### config.mk
export PLATFORM = sky130hd
export DESIGN_NAME = softmax_norm
export DESIGN_NICKNAME = d
export VERILOG_FILES = /design/src/rtl/softmax_pkg.sv /design/src/rtl/div_restoring_seq.sv /design/src/rtl/softmax_norm.sv
export SDC_FILE = /design/constraint.sdc
export NUM_CORES = 1
export LEC_CHECK = 0
export CAP_MARGIN = 20
export CELL_PAD_IN_SITES_DETAIL_PLACEMENT = 0
export CELL_PAD_IN_SITES_GLOBAL_PLACEMENT = 2
export CORE_MARGIN = 5
export CORE_UTILIZATION = 39
export CTS_BUF_LIST = sky130_fd_sc_hd__clkbuf_8 sky130_fd_sc_hd__clkbuf_16
export CTS_CLUSTER_DIAMETER = 50
export DETAILED_ROUTE_END_ITERATION = 12
export PLACE_DENSITY = 0.77
export SLEW_MARGIN = 10
export SYNTH_ARGS = -nofsm -noshare
export SYNTH_HDL_FRONTEND = slang
export SYNTH_SLANG_ARGS = --single-unit
export TNS_END_PERCENT = 20
### constraint.sdc
create_clock -name clk -period 2.9 [get_ports clk]
set_input_delay 0.58 -clock clk [delete_from_list [all_inputs] [get_ports clk]]
set_output_delay 0.58 -clock clk [all_outputs]
set_load 0.005 [all_outputs]
### src/rtl/softmax_pkg.sv
// Shared types and sizing helpers for the softmax normaliser.
// Latency: n/a (package only).
// Backpressure: n/a (package only).
package softmax_pkg;

    localparam int DEF_WIDTH   = 16;
    localparam int DEF_FRAC    = 8;
    localparam int DEF_VEC_LEN = 4;

    typedef enum logic [1:0] {
        S_LOAD = 2'd0,
        S_DIV  = 2'd1,
        S_OUT  = 2'd2
    } state_t;

    // Accumulator width: each clamped element is at most 2^(width-1)-1,
    // so vec_len of them never overflow width-1+clog2(vec_len) bits.
    function automatic int sum_width(input int width, input int vec_len);
        return width - 1 + $clog2(vec_len);
    endfunction

endpackage

### src/rtl/div_restoring_seq.sv
// Unsigned restoring divider producing one quotient bit per cycle.
// Latency: done pulses QW cycles after the cycle start is sampled.
// Backpressure: none; quo holds its value until the next start.
module div_restoring_seq
    import softmax_pkg::*;
#(
    parameter int NW = 23,
    parameter int DW = 17,
    parameter int QW = 16
) (
    input  logic          clk,
    input  logic          rst_n,
    input  logic          start,
    input  logic [NW-1:0] num,
    input  logic [DW-1:0] den,
    output logic          done,
    output logic [QW-1:0] quo
);

    localparam int CW = $clog2(QW + 1);

    // Only the low QW quotient bits are developed: the caller guarantees
    // num >> QW < den, so the upper bits are zero and the bits above QW
    // can be preloaded straight into the partial remainder.
    logic [DW-1:0] rem;
    logic [DW-1:0] rem_nxt;
    logic [DW-1:0] den_r;
    logic [QW-1:0] nsh;
    logic [CW-1:0] cnt;
    logic          active;
    logic [DW:0]   trial;
    logic          ge;

    // One restoring step: shift in the next numerator bit and try a subtract.
    always_comb begin
        trial   = {rem, nsh[QW-1]};
        ge      = (trial >= {1'b0, den_r});
        rem_nxt = ge ? DW'(trial - {1'b0, den_r}) : trial[DW-1:0];
    end

    // Iteration state; done is registered together with the final bit.
    always_ff @(posedge clk or negedge rst_n) begin
        if (!rst_n) begin
            rem    <= '0;
            den_r  <= '0;
            nsh    <= '0;
            cnt    <= '0;
            active <= 1'b0;
            done   <= 1'b0;
            quo    <= '0;
        end else begin
            done <= 1'b0;
            if (start) begin
                rem    <= DW'(num >> QW);
                nsh    <= num[QW-1:0];
                den_r  <= den;
                quo    <= '0;
                cnt    <= CW'(QW);
                active <= 1'b1;
            end else if (active) begin
                rem <= rem_nxt;
                nsh <= nsh << 1;
                quo <= {quo[QW-2:0], ge};
                cnt <= cnt - 1'b1;
                if (cnt == CW'(1)) begin
                    active <= 1'b0;
                    done   <= 1'b1;
                end
            end
        end
    end

endmodule

### src/rtl/softmax_norm.sv
// Softmax normaliser: buffers a vector of exp values, sums them, emits e_i/sum.
// Latency: first output WIDTH+2 cycles after the last input beat; WIDTH+2 per later element.
// Backpressure: in_ready low outside loading; output held stable while out_ready is low.
module softmax_norm
    import softmax_pkg::*;
#(
    parameter int WIDTH   = DEF_WIDTH,
    parameter int FRAC    = DEF_FRAC,
    parameter int VEC_LEN = DEF_VEC_LEN
) (
    input  logic             clk,
    input  logic             rst_n,
    input  logic             in_valid,
    output logic             in_ready,
    input  logic [WIDTH-1:0] in_data,
    output logic             out_valid,
    input  logic             out_ready,
    output logic [WIDTH-1:0] out_data,
    output logic             out_last,
    output logic             busy
);

    localparam int SW = sum_width(WIDTH, VEC_LEN);
    localparam int IW = (VEC_LEN > 1) ? $clog2(VEC_LEN) : 1;
    localparam int NW = WIDTH - 1 + FRAC;
    localparam logic [IW-1:0]    LAST_IDX = IW'(VEC_LEN - 1);
    localparam logic [WIDTH-1:0] ONE      = WIDTH'(1) << FRAC;

    state_t           state;
    state_t           state_nxt;
    logic [IW-1:0]    idx;
    logic [SW-1:0]    sum;
    // Clamped values are non-negative, so the sign bit is not stored.
    logic [WIDTH-2:0] ebuf [VEC_LEN];
    logic [WIDTH-2:0] elem;
    logic             is_last;
    logic             div_pend;
    logic             div_start;
    logic             div_done;
    logic [WIDTH-1:0] div_quo;
    logic [NW-1:0]    div_num;

    assign elem    = in_data[WIDTH-1] ? '0 : in_data[WIDTH-2:0];
    assign is_last = (idx == LAST_IDX);
    assign div_num = {ebuf[idx], {FRAC{1'b0}}};

    // Each element is at most the sum, so the quotient never exceeds 1.0
    // and fits in WIDTH bits; the divider only develops those bits.
    div_restoring_seq #(
        .NW (NW),
        .DW (SW),
        .QW (WIDTH)
    ) u_div (
        .clk   (clk),
        .rst_n (rst_n),
        .start (div_start),
        .num   (div_num),
        .den   (sum),
        .done  (div_done),
        .quo   (div_quo)
    );

    // State register.
    always_ff @(posedge clk or negedge rst_n) begin
        if (!rst_n) state <= S_LOAD;
        else        state <= state_nxt;
    end

    // Next-state logic; a zero sum bypasses the divider entirely.
    always_comb begin
        state_nxt = state;
        case (state)
            S_LOAD: if (in_valid && is_last)          state_nxt = S_DIV;
            S_DIV:  if ((sum == '0) || div_done)      state_nxt = S_OUT;
            S_OUT:  if (out_ready)                    state_nxt = is_last ? S_LOAD : S_DIV;
            default:                                  state_nxt = S_LOAD;
        endcase
    end

    // State-decoded outputs; all purely combinational so reset shows at once.
    always_comb begin
        in_ready  = 1'b0;
        out_valid = 1'b0;
        out_last  = 1'b0;
        busy      = 1'b0;
        div_start = 1'b0;
        case (state)
            S_LOAD: in_ready = 1'b1;
            S_DIV: begin
                busy      = 1'b1;
                div_start = !div_pend && (sum != '0);
            end
            S_OUT: begin
                busy      = 1'b1;
                out_valid = 1'b1;
                out_last  = is_last;
            end
            default: ;
        endcase
    end

    // Buffer, accumulator, element index and output register.
    always_ff @(posedge clk or negedge rst_n) begin
        if (!rst_n) begin
            idx      <= '0;
            sum      <= '0;
            div_pend <= 1'b0;
            out_data <= '0;
            for (int i = 0; i < VEC_LEN; i++) ebuf[i] <= '0;
        end else begin
            if (div_start)     div_pend <= 1'b1;
            else if (div_done) div_pend <= 1'b0;

            case (state)
                S_LOAD: begin
                    if (in_valid) begin
                        ebuf[idx] <= elem;
                        sum       <= sum + SW'(elem);
                        idx       <= is_last ? '0 : idx + 1'b1;
                    end
                end
                S_DIV: begin
                    if (sum == '0)
                        out_data <= '0;
                    else if (div_done)
                        out_data <= (div_quo > ONE) ? ONE : div_quo;
                end
                S_OUT: begin
                    if (out_ready) begin
                        if (is_last) begin
                            idx <= '0;
                            sum <= '0;
                        end else begin
                            idx <= idx + 1'b1;
                        end
                    end
                end
                default: ;
            endcase
        end
    end

endmodule

### Yosys cells after proc, flatten, opt, wreduce, memory -nomap -nowiden

Index checks and enable logic that the tools add are counted.

| storage, ports and cells | value |
|---|---|
| output and inout bits | 20 |
| input port bits | 20 |
| bits in registers | 171 |
| word-level logic and storage cells | 97 |

| cells by class | value |
|---|---|
| reduce and logical (&&, ||, !) cells | 18 |
| bitwise gates (word level) | 1 |
| $lt $le $gt $ge | 4 |
| mux-type cells | 45 |
| $add $sub $neg | 4 |
| equal/unequal tests | 9 |

Operators with widths:

| cell | number |
|---|---|
| $mux 16 | 7 |
| $mux 17 | 6 |
| $bwmux 60 | 1 |
| $mux 15 | 4 |
| $pmux 17 s2 | 1 |
| $bmux 15 s2 | 1 |
| $demux 15 s2 | 1 |
| $ge 18x17->1 | 1 |
| $add 17x15->17 | 1 |
| $logic_not 17->1 | 1 |
| $reduce_bool 17->1 | 1 |
| $sub 17x17->17 | 1 |
| $gt 16x9->1 const B | 1 |
| $mux 1 | 14 |
| $mux 2 | 6 |
| $mux 5 | 2 |
| $ne 2x2->1 const B | 5 |
| $reduce_bool 2->1 | 4 |
| $pmux 2 s3 | 1 |
| $reduce_and 3->1 | 2 |
| $eq 5x1->1 const B | 1 |
| $sub 5x1->5 const B | 1 |
| $eq 2x2->1 const B | 2 |
| $pmux 2 s2 | 1 |
| 12 further kinds | 15 |

### Longest topological paths before layout

| depth | value |
|---|---|
| word-level depth | 6 |
| mapped depth | 13 |
| gate-level depth less buffers | 12 |

### Modules after synthesis

From an unflattened synthesis, not the netlist that was laid out.

| second synthesis, totals | value |
|---|---|
| cells, all modules | 934 |
| area total of the unflattened synthesis | 9,220.1 µm² |

Modules (own cells, without submodules):

| module | cells an instance | instances | area each (µm²) | sequential area each (µm²) |
|---|---|---|---|---|
| softmax_norm | 506 | 1 | 5,114.9 | 2,452.4 |
| div_restoring_seq | 428 | 1 | 4,105.2 | 1,826.8 |

### Worst setup path before layout

No wires, ideal clock.

| path | value |
|---|---|
| path kind | input to register |
| from | input in_data[15] |
| to | register sum[14] |
| setup time | 122 ps |
| arrival | 2,702 ps |
| cell stages on the path | 13 |
| slack | 77 ps |
| path buffers | 1 |
| data required time | 2,778 ps |
| path through | clkbuf_1 > nand2b_1 > inv_1 > ha_1 > inv_1 > fa_1 > nand2b_1 > a21o_1 > a21oi_1 > o22a_1 > o31ai_1 > a21o_1 > a32o_1 |

| between the ends | value |
|---|---|
| word-level cells in the longest chain between the ends | 4 |

RTL lines:

| element | RTL line | text |
|---|---|---|
| from (decl) | softmax_norm.sv:15 | `input logic [WIDTH-1:0] in_data,` |
| $mux 15 | softmax_norm.sv:43 | `assign elem = in_data[WIDTH-1] ? '0 : in_data[WIDTH-2:0];` |
| via elem[0] | softmax_norm.sv:35 | `logic [WIDTH-2:0] elem;` |
| $add 17x15->17 | softmax_norm.sv:118 | `sum <= sum + SW'(elem);` |
| $mux 17 | softmax_norm.sv:116 | `if (in_valid) begin` |
| $pmux 17 s2 | softmax_norm.sv:114 | `case (state)` |
| to (signal assigned) | softmax_norm.sv:118 |  |
| to (decl) | softmax_norm.sv:32 | `logic [SW-1:0] sum;` |

The timed path passes the listed nets, and every way through them passes these cells. The select of a mux whose other input is x is not followed.
A chain may end at the register's enable or synchronous reset.

### Worst setup path after layout

| path | value |
|---|---|
| from | input in_data[0] |
| to | register sum[14] |

The elaborated chain is that of the path after synthesis.

==> results.yml <==
timing:
  slew_violations: 0
  finalCritPeriodShare_pct: 94.22
  holdWs_ps: 117.3
  finalCriticalPeriod_ps: 2732
  setup_viol: 0
  setup_ws_ps: 167.6
  hold_viol: 0
  skew_ps: 12.80
  relSlewSlack_pct: 34.07
  fin_setup_tns_ps: 0
  fmax_mhz: 366.0
  rsz0062_at_grt: "false"
  tightest_slew_ps: 982.4
floorplanning:
  die_area_mm2: 0.02540
  io-pin-count: 40
  num_rows: 54
  dieWidth_um: 159.4
  initial_core_util_pct: 39.76
  core_area_mm2: 0.02189
  die_h_um: 159.4
pwr:
  power_leakage_nw: 4.887
  ir_worst_vdd_v: 0.0004068
  p_seq_share_pct: 32.3
  switching_power_mw: 5.035
  total_power_mw: 12.02
  power.density_mw_per_mm2: 1153
  p_comb_share_pct: 48.5
  intPower_mw: 6.985
  clkPwrFrac_pct: 19.2
  switching_share_pct: 41.89
layout:
  fin_nets: 1064
  regArea_mm2: 0.004080
  drive_gt1_share_pct: 12.83
  n_fill_cell: 2086
  antennaDiodeCount: 0
  syn_to_final_growth_pct: 19.77
  multi_input_area_mm2: 0.004242
  final_cells: 1293
global_routing:
  overflow: 0
  grt_antenna_before_repair: 0
  grt_usage_pct: 18.00
  grt_pass1_wl_um: 37270
  grt_max_degree: 79
  grt_pass1_vias: 7105
synthesis:
  yosysSeqAreaShare_pct: 46.87
  synth_area_per_cell_um2: 9.470
  postSynthCellCount: 919
  yosysTopAreaCell: "dfrtp_1"
  synth_top_area_share_pct: 46.87
  yosysMostFrequentCell: "dfrtp_1"
  syn_nets: 983
  synth_edf_count: 0
  ys.flop_type: "dfrtp_1"
  synthArstFlopShare_pct: 100.0
  synth_cell_type_count: 64
  syn-cell-area_mm2: 0.008703
  ys_warn_count: 0
  ys_ff_latch: 163
  synth_common_cells: "163 x dfrtp_1, 157 x nand2_1, 132 x o21ai_0"
  synth.area.top_cells: "dfrtp_1 47%, o21ai_0 7.6%, nand2_1 6.8%"
drt:
  drt_iter0_markers: 444
  ant_nets: 0
  avgViaCountPerCell: 5.301
  wire_per_inst_um: 17.19
  dr_total_vias: 6854
  drc: 0
  wl_um: 22230
  dr.pass1.iters: 7
critical_path:
  cp_data_required_time_ps: 3230
  critPathLaunchType: "input pin"
  criticalPathCategory: "in2reg"
  crit_path_end_kind: "register"
  crit_arrival_ps: 3060
  worstPathMaxFanout: 4
job:
  cap_violations: 0
run_status:
  status: "finished, final reports clean"
clock_network:
  path_clk_slew_ps: 80
  cts_buffers: 17
  worstSkewPairLatency_ps: 440
  cts_tree: "done"
  cts_buffer_depth: 2
  cts.sinks: 163
  post_cts_buffers: 0
  root_buffer: "clkbuf_16"
  cts_max_level: 4
place:
  place_congestion: 0.8815
  port_buffers: 39
  dp_hpwl_um: 16010
  pre_cts_slack_ps: -477.3
  dp.cells: 1261
min_path:
  holdCritPathClass: "in2async"
==> power groups by stage <==
stage / clock (mW) / combinational, mW / sequential (mW)
6_report: 2.31 / 5.83 / 3.88
3_5_place_dp: 0 / 5.84 / 3.93
2_1_floorplan: 0 / 4.29 / 3.66
3_3_place_gp: 0 / 5.73 / 3.88
4_1_cts: 2.39 / 5.87 / 3.89
5_1_grt: 2.47 / 6.58 / 4.01
==> cells by family (layout without fill, tap and decap cells) <==
| kind of cell | after synthesis | in the layout | share of synthesized area (%) |
|---|---|---|---|
| multiplexers | 41 | 41 | 6.872 |
| buffers and inverters | 98 | 192 | 4.571 |
| AO/OA/AOI/OAI | 264 | 264 | 17.98 |
| AND/OR/NAND/NOR | 285 | 285 | 14.79 |
| XOR/XNOR | 24 | 24 | 2.415 |
| flip-flops | 163 | 163 | 46.87 |
| adder cells (fa/ha/maj) | 44 | 44 | 6.498 |
==> metal layers <==
layer  vias up  GRT usage (%)  wire length (um)
met5         -              0                 0
met4         0          5.855               488
met3        31          3.132               712
met2       133          28.97             10430
met1      3312          24.82             10600
li1       3378              -                 -
==> state kept, by name, summed over array words and instances (netlist names) <==
signal / flops
ebuf: 60
idx: 2
u_div.quo: 16
state: 2
u_div.nsh: 8
sum: 17
u_div.den_r: 17
u_div.rem: 17
u_div.done: 1
u_div.active: 1
div_pend: 1
u_div.cnt: 5
out_data: 16
==> path summary, 6_finish.rpt <==
check / startpoint / to / slack [ps] / cells past startpoint
max: in_data[0] / sum[14]$_DFFE_PN0P_ / 170 / 13
min: rst_n / ebuf[27]$_DFFE_PN0P_ / 120 / 1
max reg2reg: u_div.nsh[15]$_DFFE_PN0P_ / u_div.rem[1]$_DFFE_PN0P_ / 290 / 11
min reg2reg: out_data[2]$_DFFE_PN0P_ / out_data[2]$_DFFE_PN0P_ / 480 / 2
max in group asynchronous: rst_n / u_div.active$_DFF_PN0_ / 2030 / 2
min in group clk: out_data[2]$_DFFE_PN0P_ / out_data[2]$_DFFE_PN0P_ / 480 / 2
==> placed cells by master, fill, tap and decap left out, types with 3 or more instances in the layout <==
master / instances
clkbuf_16: 17
buf_12: 3
dfrtp_1: 162
a21oi_1: 42
nand4_1: 3
mux4_2: 15
nor3b_1: 8
o31ai_1: 4
nor3_1: 6
o21a_1: 6
a22o_1: 3
nor2_1: 47
nor2b_1: 4
nand3_1: 7
a32o_1: 4
and2_1: 9
xor2_1: 13
o211ai_1: 4
inv_1: 54
o21ai_1: 3
o21ai_0: 132
clkdlybuf4s50_1: 37
a31oi_1: 17
buf_4: 64
nand2b_1: 22
a21o_1: 12
inv_6: 6
nor4_1: 7
xnor2_1: 11
nand2_1: 157
mux2i_1: 26
ha_1: 42
a211o_1: 4
clkinv_8: 5
a211oi_1: 10
==> what timing repair did <==
| item | in CTS | in global routing |
|---|---|---|
| pin swaps | 1 | 0 |
| setup endpoints to repair | 1 | 8 |
| resized for setup | 0 | 3 |
| hold buffers | 0 | 0 |
==> stage by stage <==
step | area, um2 | util, %
floorplan | 8703 | -
CTS | 10410 | 47.56
global route | 10420 | 47.62
global placement | 9797 | 44.75
detailed placement | 9797 | 44.75
finish | 10420 | 47.62
==> layout make-up <==
type / instances / area share [%]
Clock inverter: 15 / 1.813
Inverter: 54 / 1.945
Timing Repair Buffer: 106 / 8.967
Clock buffer: 17 / 4.081
Multi-Input combinational cell: 658 / 40.69
Tap cell: 280 / 3.361
Sequential cell: 163 / 39.14
==> critical path, cell delays in order <==
cell and delay [ps]:
clkdlybuf4s50_1 450, nand2b_1 70, inv_1 70, ha_1 180
inv_1 60, fa_1 380, nand2b_1 170, a21o_1 180
a21oi_1 130, o22a_1 260, o31ai_2 110, a21o_1 180
a32o_1 240
No activity file was read; power rests on OpenSTA's default activity.
==> RTL edit, RTL diff (same settings) <==
Reset style: synchronous (`rst_n`), changed in 3 clocked blocks.
--- a/src/rtl/div_restoring_seq.sv
+++ b/src/rtl/div_restoring_seq.sv
@@ -39,7 +39,7 @@
     end
 
     // Iteration state; done is registered together with the final bit.
-    always_ff @(posedge clk or negedge rst_n) begin
+    always_ff @(posedge clk) begin
         if (!rst_n) begin
             rem    <= '0;
             den_r  <= '0;
--- a/src/rtl/softmax_norm.sv
+++ b/src/rtl/softmax_norm.sv
@@ -61,7 +61,7 @@
     );
 
     // State register.
-    always_ff @(posedge clk or negedge rst_n) begin
+    always_ff @(posedge clk) begin
         if (!rst_n) state <= S_LOAD;
         else        state <= state_nxt;
     end
@@ -100,7 +100,7 @@
     end
 
     // Buffer, accumulator, element index and output register.
-    always_ff @(posedge clk or negedge rst_n) begin
+    always_ff @(posedge clk) begin
         if (!rst_n) begin
             idx      <= '0;
             sum      <= '0;
Behaviour: differs if rst_n is asserted again (counterexample within 10 cycles, from zero or initial values and one cycle with rst_n low); with rst_n held inactive, the same outputs for 10 cycles.
==> RTL edit against the original RTL <==
  * Register-to-register slack worse by 0.15 ns
  * Sequential cell count grew 2
  * Total power fell by 18%
  * Count of clock-buffer cells in the layout is the same
  * Clock power fell by 4%
  * Worst setup slack lost 0.026 ns
  * Area after synthesis fell by 2.4%
  * Cell area is 2.0% lower
  * Global-route usage up 0.38 points
  * Wire length up 0.93%
==> RTL edit: results (changes against the original RTL) <==
CP max-delay cell=fa_1; post-synthesis adder-cell area fraction=0.0622 (-0.00281); Layout Nets=1054 (-0.94%); Synth Flop Type=dfxtp_1; GPL Wtd Cong=0.936 (+6.2%); LEAKAGE=4.01 nW (-18%); Worst Setup SP=u_div.nsh[15]; post-synthesis xor/xnor area fraction=0.0196 (-0.00456); Syn Nets=962 (-2.1%); Reg with most FFs=ebuf; total track usage=0.184 (+0.00376); later-pin clock latency in the skew report=0.42 ns (-0.02 ns); initial DRC count=486 (+9.5%); EDFF count, synth=60 (+60); critical-path maximum fanout=7 (+3); Hold Slack=0.456 ns (+0.339 ns); Final Skew=0.0174 ns (+0.00456 ns); ratio of cells with drive above 1 in the final layout=0.136 (+0.00785); Mapped Avg Cell Area=9.43 sq um (-0.47%); WL per Instance=17.4 microns (+1.5%); Routed WL=22400 microns (+0.93%); Post-DP HPWL=16800 microns (+4.9%); top post-synthesis cells by count=nor2_1, dfxtp_1, nand2_1; post-synthesis mux area share=0.0753 (+0.00656); Slew headroom=0.325 (-0.0159); drt pass-1 iters=5 (-2); number of diodes=0 (unchanged); Final period util=0.951 (+0.00892); Critical Path Max Stage Delay=0.41 ns (-0.04 ns); vias in the first global route=6839 (-3.7%); placed instance count=1254 (-0.56%); dominant cells by area after synthesis=dfxtp_1, edfxtp_1, ha_1; number of library cell types mapped by synthesis=68 (+6.3%); ys async rst share=0 (-1.00); Place WS=-0.366 ns (+0.111 ns); first-pass GRT wire length=36000 microns (-3.3%); status=finished, final reports clean; Compound-Gate Fraction of Synth Area=0.150 (-0.0296); internal reg-to-reg setup slack=0.14 ns (-0.15 ns); largest net degree at the start of global routing=41 (-48%); Hold Path Origin=out_data[3]; Hold WC Path Type=flip-flop to flip-flop; DR vias=6889 (+0.51%); post-synthesis sequential area ratio=0.460 (-0.00903)
RTL edit: area by class of cell:
cell class / instances / area (sq um)
Clock buffer: 17 / 425
Clock inverter: 15 / 154
Fill cell: 2090 / 11400
Inverter: 50 / 188
Multi-Input combinational cell: 643 / 4220
Sequential cell: 165 / 3910
Tap cell: 280 / 350
Timing Repair Buffer: 116 / 975
RTL edit: per-stage QoR:
| stage | utilization | cell area (sq um) |
|---|---|---|
| floorplan | - | 8490 |
| global placement | 0.445 | 9630 |
| detailed placement | 0.445 | 9630 |
| CTS | 0.472 | 10200 |
| global route | 0.473 | 10200 |
| finish | 0.473 | 10200 |
RTL edit: cell families after synthesis:
family                     after synthesis
muxes                                   45
xor gates and xnor gates                19
adders and majority gates               41
buffers and inverters                   93
DFF                                    165
AOI/OAI and AO/OA                      195
and+or+nand+nor                        343
RTL edit: tightest hold or removal path: stages, from the launching register on:
cell and delay [ns]:
dfxtp_1 0.31, nand2_1 0.05, a21oi_1 0.05
RTL edit: final timing paths:
path                   endpoint  cells past startpoint
hold / removal      out_data[3]                      2
setup / recovery  u_div.rem[10]                     11
setup reg to reg  u_div.rem[10]                     11
hold reg to reg     out_data[3]                      2
RTL edit: where the power goes:
group / switching [mW] / internal, mW / total [mW]
Combinational: 2.56 / 2.07 / 4.62
Clock: 1.06 / 1.15 / 2.21
Sequential: 0.325 / 2.74 / 3.07
RTL edit: layer usage:
layer / wire, microns / track usage / share of wire / up-vias
met3: 794 / 0.0320 / 0.035 / 20
met2: 10600 / 0.299 / 0.47 / 142
met4: 297 / 0.0475 / 0.013 / 0
met5: 0 / 0 / 0 / -
li1: - / - / - / 3418
met1: 10700 / 0.256 / 0.48 / 3309
